[src/rtl/red_tree_pipe.sv]
// red_tree_pipe: N-input AND/OR/XOR/NAND reduction built as a balanced tree of 2-input nodes.
// PIPE=1 registers every tree level (latency LV); PIPE=0 registers only the final result.
module red_tree_pipe #(
  parameter int N    = 7,
  parameter int PIPE = 1
) (
  input  logic         clk,
  input  logic         rst,
  input  logic         en,
  input  logic         vi,
  input  logic [1:0]   mode,
  input  logic [N-1:0] x,
  output logic         vo,
  output logic         y
);
  localparam int LV  = (N <= 2) ? 1 : $clog2(N);
  localparam int LAT = (PIPE != 0) ? LV : 1;
  localparam int W   = 1 << LV;

  // 2-input tree node; NAND shares the AND node, inversion happens once at the end.
  function automatic logic node(input logic a, input logic b, input logic [1:0] m);
    case (m)
      2'd1:    node = a | b;
      2'd2:    node = a ^ b;
      default: node = a & b;
    endcase
  endfunction

  logic         ident;
  logic [W-1:0] lvl0;

  assign ident = (mode == 2'd0) || (mode == 2'd3);

  always_comb begin
    lvl0        = {W{ident}};
    lvl0[N-1:0] = x;
  end

  if (PIPE != 0) begin : g_pipe
    for (genvar gi = 1; gi <= LAT; gi++) begin : g_stg
      localparam int IW = W >> (gi - 1);
      localparam int OW = W >> gi;

      logic [IW-1:0] prev;
      logic          prev_v;
      logic [1:0]    prev_m;
      logic [OW-1:0] d_d;
      logic [OW-1:0] d_q;
      logic          v_q;

      if (gi == 1) begin : g_src
        assign prev   = lvl0;
        assign prev_v = vi;
        assign prev_m = mode;
      end else begin : g_src
        assign prev   = g_stg[gi-1].d_q;
        assign prev_v = g_stg[gi-1].v_q;
        assign prev_m = g_stg[gi-1].g_m.m_q;
      end

      always_comb begin
        d_d = '0;
        for (int j = 0; j < OW; j++) begin
          d_d[j] = node(prev[2*j], prev[2*j+1], prev_m);
        end
        if (gi == LAT && prev_m == 2'd3) begin
          d_d = ~d_d;
        end
      end

      always_ff @(posedge clk) begin
        if (rst) begin
          d_q <= '0;
          v_q <= 1'b0;
        end else if (en) begin
          d_q <= d_d;
          v_q <= prev_v;
        end
      end

      // The last stage has no consumer of its mode, so only inner stages carry it on.
      if (gi < LAT) begin : g_m
        logic [1:0] m_q;
        always_ff @(posedge clk) begin
          if (rst) begin
            m_q <= '0;
          end else if (en) begin
            m_q <= prev_m;
          end
        end
      end
    end

    assign y  = g_stg[LAT].d_q[0];
    assign vo = g_stg[LAT].v_q;
  end else begin : g_comb
    logic [W-1:0]   t;
    logic           y_d;
    logic [LAT-1:0] y_q;
    logic [LAT-1:0] v_q;

    // In-place halving: node j of a level only overwrites slots already consumed.
    always_comb begin
      t = lvl0;
      for (int k = LV - 1; k >= 0; k--) begin
        for (int j = 0; j < (1 << k); j++) begin
          t[j] = node(t[2*j], t[2*j+1], mode);
        end
      end
      y_d = t[0] ^ (mode == 2'd3);
    end

    always_ff @(posedge clk) begin
      if (rst) begin
        y_q <= '0;
        v_q <= '0;
      end else if (en) begin
        y_q <= y_d;
        v_q <= vi;
      end
    end

    assign y  = y_q[LAT-1];
    assign vo = v_q[LAT-1];
  end

endmodule

[config.mk]
export PLATFORM = sky130hd
export DESIGN_NAME = red_tree_pipe
export DESIGN_NICKNAME = d
export VERILOG_FILES = /design/src/rtl/red_tree_pipe.sv
export SDC_FILE = /design/constraint.sdc
export NUM_CORES = 1
export LEC_CHECK = 0
export ABC_AREA = 1
export CAP_MARGIN = 20
export CORE_UTILIZATION = 30
export CTS_CLUSTER_DIAMETER = 120
export DETAILED_ROUTE_END_ITERATION = 8
export GPL_ROUTABILITY_DRIVEN = 0
export PLACE_DENSITY = 0.54
export SLEW_MARGIN = 30
export SYNTH_ARGS = -nofsm -noshare
export SYNTH_HDL_FRONTEND = slang
export SYNTH_SLANG_ARGS = --single-unit
[constraint.sdc]
create_clock -name clk -period 2 [get_ports clk]
set_input_delay 0.6 -clock clk [delete_from_list [all_inputs] [get_ports clk]]
set_output_delay 0.6 -clock clk [all_outputs]
set_load 0.005 [all_outputs]
==> impl_results.md <==
- Result of the run: finished, final reports clean
- First-pass iteration count of the detailed router: 4
- Number of global-route vias before repair: 762
- Reported max-cap violation count: 0
- Count of standard-cell rows: 20
- Number of instances in the synthesized netlist: 131
- Top post-synthesis cells by area: sky130_fd_sc_hd__dfxtp_1, sky130_fd_sc_hd__ha_1, sky130_fd_sc_hd__inv_1
- Placeable core region: 0.00305 sq mm
- Share of post-route cells with drive strength above 1: 8.55%
- Slew at the pin closest to its max-slew limit: 0.354 ns
- Startpoint types: input port
- Reg clk slew, reported paths: 0.08 ns
- Root buffer cell: sky130_fd_sc_hd__clkbuf_4
- Vias per std cell: 4.17
- Cell with the most instances after synthesis: sky130_fd_sc_hd__inv_1
- Global route overflow: 0
- Die W: 58.7 um
- Min Clock Period, post-route: 1.82 ns
- Distinct cell type count of the synthesized netlist: 15
- Die area: 0.00345 sq mm
- Reg2Reg Capture Point: y
- Total routing resource utilization after global routing: 11.5%
- Number of antenna violations at the first check in global routing: 0
- Hold path start: g_pipe.g_stg[2].v_q
- Total negative slack: 0 ns
- Critical Path Sink Type: flop
- CTS Sinks: 14
- DRC violation count after routing: 0
- Max Fanout on Critical Path: 2
- Leak Pwr: 0.601 nW
- CTS resizes: 0
- IO Pins: 15
- Sequential share of the synthesized area: 29.1%
- Synth warn: 0
- Starting Density: 31.6%
- Total chip power: 0.000666 W
- Worst hold endpoint: vo
- Clock Path Buffers: 2
- Highest achievable clock rate: 549 MHz
- Most common library cells after synthesis: sky130_fd_sc_hd__inv_1, sky130_fd_sc_hd__ha_1, sky130_fd_sc_hd__nand2_1
- Total Routed Length: 1700 um
- Worst hold path type: flop to flop
- Count of port buffers added during placement: 14
- Clock insertion delay at the later pin of the skew report: 0.27 ns
- Worst path setup slack after routing: 0.179 ns
- Fin. max-slew vios: 0
- Cell with the largest stage delay on the worst path: sky130_fd_sc_hd__clkdlybuf4s50_1
- Worst Path Class, Setup: input port to flop
- # setup viols final: 0
- Maximum number of pins on one net before global-route repair: 14
- Final clock period utilization by the worst path: 91.0%
- Crit-path cells: clkdlybuf4s50_1 > inv_1 > ha_1 > inv_1 > ha_1 > nand2_1 > o21ai_0 > nand2_1 > a21oi_1
- Final net count: 187
- Vertical die dimension: 58.7 um
- DRC violation total after the first TritonRoute iteration: 14
- Peak supply drop: 0.183 mV
- First-pass GRT wire length: 3050 um
- Area share of the leading cell type in the synthesized netlist: 29.1%
- Number of buffers inserted for hold repair after clock tree synthesis: 0
- Worst path max stage delay: 0.47 ns
- Final antenna-violating net count: 0
- Critical R2R Launch: g_pipe.g_stg[2].g_m.m_q[0]
- Average detailed-routed wire length per instance: 8.66 um
- Worst EP required: 2.21 ns
- Half-perimeter wire length after placement: 1370 um
- Antenna diodes: 0
- Instance area at placement: 0.00119 sq mm
- Number of enable flip-flop cells after synthesis: 0
- Design area: 0.00122 sq mm
- Most used DFF post-synth: sky130_fd_sc_hd__dfxtp_1
- # fillers: 338
- Count of H-tree levels built during CTS: 1
- Hold Fails Final Rpt: 0
- RSZ-0062 raised after global routing: no
- Clock skew after layout: 0.00235 ns
- Post-synth design cell area: 965 sq um
- Setup Buffers After CTS: 0
- Synthesized area per cell: 7.36 sq um
- Util after Layout: 40.1%
- Syn nets: 165
- Post-synth top area cell: sky130_fd_sc_hd__dfxtp_1
- Number of synthesized register bits: 14
- Pre-CTS setup slack: -0.111 ns
- PD cells: 545 mW/mm^2
- R2R setup slack: 0.66 ns
- Number of CTS-inserted buffers: 3
- Worst-case reg-to-reg path depth: 8
- TritonCTS clock tree: yes
- Via count: 818
- Share of async-settable or async-resettable flops after synthesis: 0%
- Max_slew headroom: 76.3%
- Worst path arrival time: 2.03 ns
- Hold Crit Depth: 2
- Synthesis-to-layout area growth: 26.8%
final cells by class:
type | count | area [sq um] | share of cell area (%)
clock buffers | 4 | 36.3 | 2.97
multi-input cells | 85 | 556 | 45.4
repair buffers | 20 | 185 | 15.1
flip-flops and latches | 14 | 280 | 22.9
well taps | 44 | 55.1 | 4.50
inverters | 29 | 111 | 9.10
metal layers:
metal,vias to the layer above,GRT usage (%),part of all wire [%]
li1,456,-,-
met1,350,14.4,50
met2,10,19.4,46
met3,2,1.98,3.2
met4,0,5.10,0.59
met5,-,0,0
placed cells by master (no fill, tap or decap), types with 6 or more instances in the layout:
cell,netlist,final
sky130_fd_sc_hd__inv_1,27,27
sky130_fd_sc_hd__ha_1,21,21
sky130_fd_sc_hd__nand2_1,17,17
sky130_fd_sc_hd__a21oi_1,16,16
sky130_fd_sc_hd__dfxtp_1,14,14
sky130_fd_sc_hd__clkdlybuf4s50_1,0,14
sky130_fd_sc_hd__o21ai_1,10,10
sky130_fd_sc_hd__o21ai_0,9,9
sky130_fd_sc_hd__nor2_1,7,7
sky130_fd_sc_hd__buf_4,1,6
worst max path at each step:
| stage | startpoint | end | slack (ns) | cells after the start |
|---|---|---|---|---|
| 2_1_floorplan | mode[0] | g_pipe.g_stg[1].d_q[3] | 0.33 | 8 |
| 3_3_place_gp | mode[0] | g_pipe.g_stg[1].d_q[3] | -0.08 | 9 |
| 3_5_place_dp | mode[0] | g_pipe.g_stg[1].d_q[3] | -0.11 | 9 |
| 4_1_cts | mode[0] | g_pipe.g_stg[1].d_q[3] | 0.18 | 9 |
| 5_1_grt | mode[0] | g_pipe.g_stg[1].d_q[3] | 0.09 | 9 |
| 6_report | mode[0] | g_pipe.g_stg[1].d_q[3] | 0.18 | 9 |
report_power, final:
group	leakage, nW	switching (W)	total [W]	internal, W
Combinational	0.464	0.0000766	0.000154	0.0000777
Clock	0.0210	0.0000893	0.000200	0.000111
Sequential	0.116	0.0000142	0.000312	0.000298
kinds of logic (layout without fill, tap and decap cells):
group                      count (synthesis)  count (layout)  share of synthesized area, %
AOI/OAI and AO/OA                         35              35                          18.2
buffers and inverters                     32              53                          13.4
and+or+nand+nor                           29              29                          12.2
adders and majority gates                 21              21                          27.2
DFF                                       14              14                          29.1
worst max-delay path: cells and delay by family:
family,cells,cell delay (ns)
adders and majority gates,2,0.55
and+or+nand+nor,2,0.11
AOI/OAI and AO/OA,2,0.18
buffers and inverters,3,0.59
sequential cells by signal, indices dropped and copies added (netlist names):
signal,cells
g_pipe.g_stg.v_q,2
y,1
g_pipe.g_stg.g_m.m_q,4
vo,1
g_pipe.g_stg.d_q,6
stage by stage:
step                      hold WS, ns  std cells
after global routing            0.514        196
after global placement          0.461        192
after detailed placement        0.477        192
final                           0.490        196
after floorplan                 0.449        131
after CTS                       0.490        196
No activity file was read; power rests on OpenSTA's default activity.
